[src/rtl/muldiv_unit_pkg.sv]
// Shared types for the RV32M multiply/divide unit: op encoding (funct3),
// FSM states and small op-decode helpers.
package muldiv_unit_pkg;

  typedef enum logic [2:0] {
    MUL_OP_MUL    = 3'd0,
    MUL_OP_MULH   = 3'd1,
    MUL_OP_MULHSU = 3'd2,
    MUL_OP_MULHU  = 3'd3,
    MUL_OP_DIV    = 3'd4,
    MUL_OP_DIVU   = 3'd5,
    MUL_OP_REM    = 3'd6,
    MUL_OP_REMU   = 3'd7
  } mul_ops_t;

  typedef enum logic [1:0] {
    MD_IDLE,
    MD_BUSY,
    MD_DONE
  } muldiv_state_t;

  // funct3[2] separates the divide family from the multiply family
  function automatic logic is_div(input mul_ops_t op);
    logic [2:0] v;
    v = op;
    return v[2];
  endfunction

  // REM/REMU return the remainder rather than the quotient
  function automatic logic is_rem(input mul_ops_t op);
    logic [2:0] v;
    v = op;
    return v[2] & v[1];
  endfunction

  // rs1 is signed for everything except the fully unsigned ops
  function automatic logic a_signed(input mul_ops_t op);
    return !(op == MUL_OP_MULHU || op == MUL_OP_DIVU || op == MUL_OP_REMU);
  endfunction

  // rs2 is signed only for MUL, MULH, DIV and REM
  function automatic logic b_signed(input mul_ops_t op);
    return (op == MUL_OP_MUL) || (op == MUL_OP_MULH) ||
           (op == MUL_OP_DIV) || (op == MUL_OP_REM);
  endfunction

endpackage

[src/rtl/muldiv_unit_div_step.sv]
// One restoring-division iteration: shift the next dividend bit into the
// partial remainder, trial-subtract the divisor, keep the difference if it
// stays non-negative and shift the matching quotient bit in.
module muldiv_unit_div_step #(
  parameter int XLEN = 32
) (
  input  logic [XLEN:0]   rem,
  input  logic [XLEN-1:0] quo,
  input  logic [XLEN-1:0] divisor,
  output logic [XLEN:0]   rem_next,
  output logic [XLEN-1:0] quo_next
);

  // One extra bit above the shifted remainder makes the borrow an exact sign
  logic [XLEN+1:0] shifted;
  logic [XLEN+1:0] trial;

  // Trial subtract and restore
  always_comb begin
    shifted = {rem, quo[XLEN-1]};
    trial   = shifted - {2'b00, divisor};
    if (!trial[XLEN+1]) begin
      rem_next = trial[XLEN:0];
      quo_next = {quo[XLEN-2:0], 1'b1};
    end else begin
      rem_next = shifted[XLEN:0];
      quo_next = {quo[XLEN-2:0], 1'b0};
    end
  end

endmodule

[src/rtl/muldiv_unit.sv]
// RV32M execute unit: iterative restoring divider and a single-cycle or
// shift-add multiplier, sequenced by an IDLE/BUSY/DONE FSM that stalls the
// front of the pipeline while an op is in flight.
module muldiv_unit
  import muldiv_unit_pkg::*;
#(
  parameter int XLEN     = 32,
  parameter bit FAST_MUL = 1'b1
) (
  input  logic            clk_i,
  input  logic            rst_i,
  input  logic            flush_i,
  input  logic            hold_i,
  input  logic            start_i,
  input  logic [2:0]      op_i,
  input  logic [XLEN-1:0] a_i,
  input  logic [XLEN-1:0] b_i,
  output logic            stall_req_o,
  output logic            done_o,
  output logic [XLEN-1:0] result_o
);

  localparam int CW = $clog2(XLEN);

  muldiv_state_t     state;
  mul_ops_t          op_q;
  logic              neg_q;
  logic              neg_r;
  logic [CW-1:0]     count;
  logic [XLEN:0]     rem_q;
  logic [XLEN-1:0]   quo_q;
  logic [XLEN-1:0]   dvsr_q;
  logic [2*XLEN-1:0] prod_q;

  function automatic logic [XLEN-1:0] cond_neg(input logic [XLEN-1:0] v, input logic n);
    return n ? -v : v;
  endfunction

  function automatic logic [2*XLEN-1:0] cond_neg_w(input logic [2*XLEN-1:0] v, input logic n);
    return n ? -v : v;
  endfunction

  // Operand decode, valid only while IDLE samples a new op
  mul_ops_t               op_in;
  logic                   a_sgn, b_sgn;
  logic [XLEN-1:0]        a_mag, b_mag;
  logic                   div_zero, div_ovf;
  logic signed [XLEN:0]   a_ext, b_ext;
  logic signed [2*XLEN-1:0] prod_full;
  logic [XLEN-1:0]        fast_res;

  assign op_in    = mul_ops_t'(op_i);
  assign a_sgn    = a_signed(op_in) & a_i[XLEN-1];
  assign b_sgn    = b_signed(op_in) & b_i[XLEN-1];
  assign a_mag    = cond_neg(a_i, a_sgn);
  assign b_mag    = cond_neg(b_i, b_sgn);
  assign div_zero = (b_i == '0);
  assign div_ovf  = b_signed(op_in) && (a_i == {1'b1, {(XLEN-1){1'b0}}}) && (b_i == '1);

  // 33x33 signed multiply covers all three signedness combinations
  assign a_ext     = $signed({a_signed(op_in) & a_i[XLEN-1], a_i});
  assign b_ext     = $signed({b_signed(op_in) & b_i[XLEN-1], b_i});
  assign prod_full = (2*XLEN)'(a_ext * b_ext);
  assign fast_res  = (op_in == MUL_OP_MUL) ? prod_full[XLEN-1:0] : prod_full[2*XLEN-1:XLEN];

  // Per-cycle iteration datapath
  logic [XLEN:0]     rem_nx;
  logic [XLEN-1:0]   quo_nx;
  logic [XLEN:0]     mul_sum;
  logic [2*XLEN-1:0] prod_nx;

  muldiv_unit_div_step #(.XLEN(XLEN)) u_div_step (
    .rem      (rem_q),
    .quo      (quo_q),
    .divisor  (dvsr_q),
    .rem_next (rem_nx),
    .quo_next (quo_nx)
  );

  assign mul_sum = {1'b0, prod_q[2*XLEN-1:XLEN]} + (prod_q[0] ? {1'b0, dvsr_q} : '0);
  assign prod_nx = {mul_sum, prod_q[XLEN-1:1]};

  // Sign fixup and result select on the final iteration
  logic [2*XLEN-1:0] prod_fix;
  logic [XLEN-1:0]   iter_res;

  always_comb begin
    prod_fix = cond_neg_w(prod_nx, neg_q);
    iter_res = '0;
    if (is_div(op_q)) begin
      iter_res = is_rem(op_q) ? cond_neg(rem_nx[XLEN-1:0], neg_r) : cond_neg(quo_nx, neg_q);
    end else if (op_q == MUL_OP_MUL) begin
      iter_res = prod_fix[XLEN-1:0];
    end else begin
      iter_res = prod_fix[2*XLEN-1:XLEN];
    end
  end

  assign stall_req_o = start_i & (state != MD_DONE) & ~flush_i & ~rst_i;

  // Control FSM with operand capture, iteration and registered result
  always_ff @(posedge clk_i or posedge rst_i) begin
    if (rst_i) begin
      state    <= MD_IDLE;
      op_q     <= MUL_OP_MUL;
      neg_q    <= 1'b0;
      neg_r    <= 1'b0;
      count    <= '0;
      rem_q    <= '0;
      quo_q    <= '0;
      dvsr_q   <= '0;
      prod_q   <= '0;
      done_o   <= 1'b0;
      result_o <= '0;
    end else if (flush_i) begin
      state  <= MD_IDLE;
      done_o <= 1'b0;
    end else begin
      case (state)
        MD_IDLE: begin
          if (start_i) begin
            op_q  <= op_in;
            neg_q <= a_sgn ^ b_sgn;
            neg_r <= a_sgn;
            if (is_div(op_in)) begin
              if (div_zero) begin
                result_o <= is_rem(op_in) ? a_i : '1;
                done_o   <= 1'b1;
                state    <= MD_DONE;
              end else if (div_ovf) begin
                result_o <= is_rem(op_in) ? '0 : a_i;
                done_o   <= 1'b1;
                state    <= MD_DONE;
              end else begin
                rem_q  <= '0;
                quo_q  <= a_mag;
                dvsr_q <= b_mag;
                count  <= CW'(XLEN-1);
                state  <= MD_BUSY;
              end
            end else if (FAST_MUL) begin
              result_o <= fast_res;
              done_o   <= 1'b1;
              state    <= MD_DONE;
            end else begin
              prod_q <= {{XLEN{1'b0}}, a_mag};
              dvsr_q <= b_mag;
              count  <= CW'(XLEN-1);
              state  <= MD_BUSY;
            end
          end
        end
        MD_BUSY: begin
          rem_q  <= rem_nx;
          quo_q  <= quo_nx;
          prod_q <= prod_nx;
          count  <= count - 1'b1;
          if (count == '0) begin
            result_o <= iter_res;
            done_o   <= 1'b1;
            state    <= MD_DONE;
          end
        end
        MD_DONE: begin
          if (!hold_i) begin
            done_o <= 1'b0;
            state  <= MD_IDLE;
          end
        end
        default: begin
          done_o <= 1'b0;
          state  <= MD_IDLE;
        end
      endcase
    end
  end

endmodule

[config.mk]
export PLATFORM = sky130hd
export DESIGN_NAME = muldiv_unit
export DESIGN_NICKNAME = d
export VERILOG_FILES = /design/src/rtl/muldiv_unit_pkg.sv /design/src/rtl/muldiv_unit_div_step.sv /design/src/rtl/muldiv_unit.sv
export SDC_FILE = /design/constraint.sdc
export NUM_CORES = 2
export LEC_CHECK = 0
export ABC_AREA = 1
export BUFFER_PORTS_ARGS = -buffer_cell sky130_fd_sc_hd__buf_2
export CAP_MARGIN = 40
export CORE_AREA = 2 2 393 395
export CTS_BUF_LIST = sky130_fd_sc_hd__clkbuf_4
export CTS_CLUSTER_DIAMETER = 100
export DETAILED_ROUTE_END_ITERATION = 12
export DIE_AREA = 0 0 395 397
export SLEW_MARGIN = 20
export SYNTH_ARGS = -nofsm -noshare
export SYNTH_HDL_FRONTEND = slang
export SYNTH_HIERARCHICAL = 1
export SYNTH_SLANG_ARGS = --single-unit
[constraint.sdc]
create_clock -name clk_i -period 14.9 [get_ports clk_i]
set_clock_uncertainty 0.15 [all_clocks]
set_input_delay 1.49 -clock clk_i [delete_from_list [all_inputs] [get_ports clk_i]]
set_output_delay 1.49 -clock clk_i [all_outputs]
set_load 0.05 [all_outputs]
# Word-level counts from Yosys, hierarchy flattened
# Cells that the tools add are included.
word_totals:
  register_bits: 206
  out_inout_bits: 34
classes:
  add_sub_neg: 8
  n_mul: 1
  n_eq_ne: 21
  n_mux: 51
  bitwise: 12
  n_reduce_logical: 21
op_table:
  columns: ["cell", "count"]
  rows:
  - ["$mux W32", 20]
  - ["$mux W33", 5]
  - ["$neg A32 Y32", 4]
  - ["$pmux W32 S2", 2]
  - ["$pmux W33 S2", 1]
  - ["$eq A32 B32 Y1 const B", 2]
  - ["$mul A33 B33 Y64", 1]
  - ["$mux W64", 1]
  - ["$neg A64 Y64", 1]
  - ["$sub A34 B32 Y34", 1]
  - ["$add A32 B32 Y33", 1]
  - ["$logic_not A32 Y1", 1]
  - ["$mux W5", 4]
  - ["$mux W2", 7]
  - ["$eq A3 B3 Y1 const B", 4]
  - ["$ne A2 B2 Y1 const B", 6]
  - ["$reduce_and A6 Y1", 2]
  - ["$pmux W5 S2", 1]
  - ["$ne A3 B3 Y1 const B", 3]
  - ["$mux W1", 8]
  - ["$and A1 B1 Y1", 7]
  - ["$logic_not A3 Y1", 2]
  - ["$pmux W2 S3", 1]
  - ["$reduce_and A3 Y1", 2]
  - ["19 further kinds", 27]

# Depth between registers and ports, before layout
depth:
  depth_word: 12
  mapped_depth: 38
  ltp_nobuf: 37

# By module
# Netlist, hierarchy kept.
by_module_without_submodules:
  columns: ["mod", "n_inst", "cells_per_inst", "area_each_um2", "seq_area_each_um2"]
  rows:
  - ["muldiv_unit", 1, 7689, 56803.2, 5154.9]
  - ["muldiv_unit_div_step", 1, 748, 3758.6, 0.0]

# Worst setup path after synthesis
# OpenSTA, ideal clock, no wires.
synth_timing:
  path_type: "input to register"
  start: "input port op_i[1]"
  end: "register result_o[25]"
  setup_ns: 0.124
  arrival_ns: 9.237
  required_time_ns: 14.626
  slack_ns: 5.389
  stages: 34
  path_buffers: 3
  cell_sequence: "nor2_1 nor2_2 nor2_2 clkbuf_1 clkbuf_1 buf_1 nand2_1 fa_1 inv_1 fa_1 inv_1 fa_1 inv_1 fa_1 fa_1 fa_1 fa_1 inv_1 fa_1 inv_1 ha_1 nand2_1 nor2_1 inv_1 nor4_1 nand3_1 nand3_1 nand2_1 nand2_1 o21ai_0 nand2_1 nand2_1 a21oi_1 a21oi_1"
synth_via:
  elab_chain_len: 10
synth_rtl:
  columns: ["element", "line_no", "text"]
  rows:
  - ["from (decl)", "muldiv_unit.sv:15", "input logic [2:0] op_i,"]
  - ["$eq A3 B2 Y1 (tied with other cells)", "muldiv_unit_pkg.sv:38", "return !(op == MUL_OP_MULHU || op == MUL_OP_DIVU || op == MUL_OP_REMU);"]
  - ["$logic_or A1 B1 Y1 (on tied branches) (2 in a row)", "muldiv_unit_pkg.sv:38, muldiv_unit_pkg.sv:43", null]
  - ["$logic_not A1 Y1 / $logic_or A1 B1 Y1 (equally long branches)", "muldiv_unit_pkg.sv:38, muldiv_unit_pkg.sv:44", null]
  - ["$and A1 B1 Y1 (on tied branches)", "muldiv_unit.sv:61, muldiv_unit.sv:62", null]
  - ["$mul A33 B33 Y64", "muldiv_unit.sv:63", "assign prod_full = (2*XLEN)'(a_ext * b_ext);"]
  - ["$mux W32", "muldiv_unit.sv:64", "assign fast_res = (op_in == MUL_OP_MUL) ? prod_full[XLEN-1:0] : prod_full[2*XLEN-1:XLEN];"]
  - ["$mux W32", "muldiv_unit.sv:125", "if (is_div(op_in)) begin"]
  - ["$mux W32", "muldiv_unit.sv:121", "if (start_i) begin"]
  - ["$pmux W32 S2", "muldiv_unit.sv:119", "case (state)"]
  - ["to (signal assigned)", "muldiv_unit.sv:127", "result_o <= is_rem(op_in) ? a_i : '1;"]
  - ["to (signal assigned)", "muldiv_unit.sv:131", "result_o <= is_rem(op_in) ? '0 : a_i;"]
  - ["to (signal assigned)", "muldiv_unit.sv:142", "result_o <= fast_res;"]
  - ["to (decl)", "muldiv_unit.sv:20", "output logic [XLEN-1:0] result_o"]
# Parallel ways exist; a longest one is shown, timed or not. The select of a mux whose other input is x is not followed.
# A chain may end at the register's enable or synchronous reset.

# Final worst setup path
layout_timing:
  start: "input port op_i[2]"
  end: "register result_o[24]"
# Same word-level chain as after synthesis.

==> flow_metrics.py <==
metrics = {
    "setup_path": {
        "crit_path_frequent_cell": "fa_1",
        "cp-startpoint": "op_i[2]",
        "worstPathMaxFanout": 42,
        "worst_setup_path_end_kind": "register",
        "r2r-start": "dvsr_q[3]$_DFFE_PP0P_",
        "critPathRequiredTime_ps": 15550,
        "cp-endpoint": "result_o[24]$_DFFE_PP0P_",
        "cpLargestDelayFamily": "adder cells",
        "critPathMaxStageDelay_ps": 620,
        "slowest_stage": "o21ai_0",
        "r2r_slack_ps": 9470,
        "critical_path_cell_count": 36,
        "reg2reg_depth": 32,
        "arrival_ps": 11520,
        "path_class": "in -> reg",
        "cp-start-kind": "primary input",
        "cp_num_buf_inv": 9,
        "worstReg2RegEnd": "result_o[26]$_DFFE_PP0P_",
    },
    "synth": {
        "ys_ff_latch": 206,
        "syn_inst": 8437,
        "ys_seq_area_share_pct": 8.51,
        "avgSynthCellArea_sq_um": 7.18,
        "syn_nets": 9920,
        "synth_top_area_share_pct": 37.3,
        "yosysTopAreaCell": "fa_1",
        "synth.distinct_cells": 62,
        "synth-edff-count": 0,
        "synth.area.top_cells": "fa_1 (37%), nand2_1 (14%), inv_1 (13%), dfrtp_1 (8.5%), ha_1 (5.9%)",
        "synth_area_sq_um": 60600,
        "ys.flop_type": "dfrtp_1",
        "ys_async_sr_fraction_pct": 100,
        "yosys_warnings": 6,
    },
    "floorplan": {
        "std_cell_rows": 144,
        "io_pins": 106,
        "die_y_um": 397,
        "fp.dieW_um": 395,
        "start_util_pct": 39.6,
        "coreArea_sq_um": 153000,
        "die-area_sq_um": 157000,
    },
    "hold_path": {
        "hp-class": "reg -> reg",
        "holdPathStages": 2,
    },
    "timing": {
        "hold_viol_final": 0,
        "worstMarginPinSlew_ps": 907,
        "rsz0062_at_grt": "no",
        "finalCriticalPeriod_ps": 10860,
        "fmax_ghz": 0.0921,
        "layout_setup_ws_ps": 4040,
        "final-max-slew-violation-count": 0,
        "tns_ps": 0,
        "finalCritPeriodShare_pct": 72.9,
        "final-setup-viol-count": 0,
        "slew_headroom_pct": 39.5,
    },
    "clocking": {
        "post_cts_buffers": 0,
        "clk_latency_ps": 880,
        "cts_tree": "yes",
        "hold_buffers": 0,
        "ctsResizeCount": 0,
        "clk_pin_slew_worst_paths_ps": 70,
        "cts-root-buf": "clkbuf_4",
        "cts_made_buffers": 59,
        "numClockSinks": 206,
        "clk_path_buf_depth": 3,
        "h-tree-depth": 2,
    },
    "finish": {
        "final_nets": 9768,
        "area_growth_pct": 4.77,
        "instances_no_fill": 10400,
        "drive_above_1_share_pct": 5.23,
        "final_util_pct": 41.5,
    },
    "placed_design": {
        "placed_cells": 10300,
        "dp_slack_ps": 3460,
        "gp_congestion": 0.998,
        "portBuffers": 105,
        "dpl.hpwl_um": 186000,
    },
    "route": {
        "via_per_inst": 5.30,
        "vias": 55000,
        "first_pass_iters": 6,
        "routedWlPerCell_um": 22.9,
        "finalWirelength_um": 238000,
        "drtIter0Drc": 4997,
        "drc": 0,
        "ant_nets": 0,
    },
    "job": {
        "cap_violations": 0,
    },
    "global_routing": {
        "grt_pass1_vias": 55900,
        "grt_pass1_wl_um": 357000,
        "grt_max_degree": 84,
        "gr-total-overflow": 0,
        "antenna_found_initial": 11,
        "grtUsageTotal_pct": 30.3,
    },
    "status": {
        "status": "complete, no violations",
    },
}
## how the worst min path moves through the flow
stage	startpoint	to
global placement	result_o[0]$_DFFE_PP0P_	result_o[0]$_DFFE_PP0P_
finish	result_o[0]$_DFFE_PP0P_	result_o[0]$_DFFE_PP0P_
global route	prod_q[31]$_DFFE_PP0P_	prod_q[30]$_DFFE_PP0P_
CTS	prod_q[31]$_DFFE_PP0P_	prod_q[30]$_DFFE_PP0P_
floorplan	quo_q[20]$_DFFE_PP0P_	quo_q[20]$_DFFE_PP0P_
detailed placement	prod_q[2]$_DFFE_PP0P_	prod_q[1]$_DFFE_PP0P_
## cells in the final DEF, fill, tap and decap left out, drive strengths merged, types with 25 or more instances in the layout
cell type and instances:
nand2 2308, inv 2063, fa 1127, nor2 465, o21ai 414, nand3 315, a21oi 304, ha 284
buf 214, dfrtp 206, nor3 92, clkbuf 91, xor2 71, nand4 61, o211ai 35, o31ai 33
xnor2 30, a31oi 29, clkinv 25
## state kept, by name (all words and copies together), names as in the netlist
name and cells:
state 2, done_o 1, op_q 3, neg_r 1, prod_q 64, rem_q 33
count 5, result_o 32, quo_q 32, neg_q 1, dvsr_q 32
## layout make-up
class	instances	area, sq um
well taps	2044	2560
flip-flops and latches	206	5160
clock buffers	90	676
diodes	7	17.5
multi-input cells	5731	45700
inverters	2071	7780
clock inverters	17	92.6
fillers	16100	89500
repair buffers	216	1460
## cells in the mapped netlist, drive strengths merged (2+ instances only)
cell type	number
o21ai	414
o21a	5
inv	2062
nand2	2308
a31oi	29
nand3b	24
xor2	71
fa	1127
nor3	92
a21o	15
and3	6
dfrtp	206
clkinv	9
o21bai	24
nand3	315
a211oi	4
nor3b	2
a21boi	4
o22ai	12
buf	220
clkbuf	209
a221oi	3
nand4	61
o31ai	33
nor2	465
or2	10
o311ai	6
a21oi	304
o211ai	35
and2	11
xnor2	30
a41oi	2
ha	284
nor4	20
o221ai	8
## layer usage
layer  GRT usage (%)  up-vias  part of all wire, %
met5               0        -               0.0050
met4            14.0        2                  5.6
met3            5.35      497                  8.3
met2            49.1     2541                   46
met1            39.5    27300                   40
li1                -    24700                    -
## through the flow
| step | area, sq um | hold WS (ps) |
|---|---|---|
| 5_1_grt | 63400 | 369 |
| 4_1_cts | 63400 | 335 |
| 3_3_place_gp | 62500 | 309 |
| 6_report | 63500 | 337 |
| 2_1_floorplan | 60600 | 300 |
| 3_5_place_dp | 62600 | 319 |
## logic make-up after synthesis
family	count (synthesis)	synth area share, %
adder cells (fa/ha/maj)	1411	43.1
buffers and inverters	2500	16.1
flip-flops	206	8.51
XOR/XNOR	101	1.46
AO/OA/AOI/OAI	905	8.24
AND/OR/NAND/NOR	3314	22.6
## tightest hold or removal path: stages, from the launching register on
cell	delay [ps]
dfrtp_1	340
nand2_1	60
nand2_1	50
Power is not shown: default switching activity piles up to over one toggle a cycle in this logic, so the estimate is an artifact.
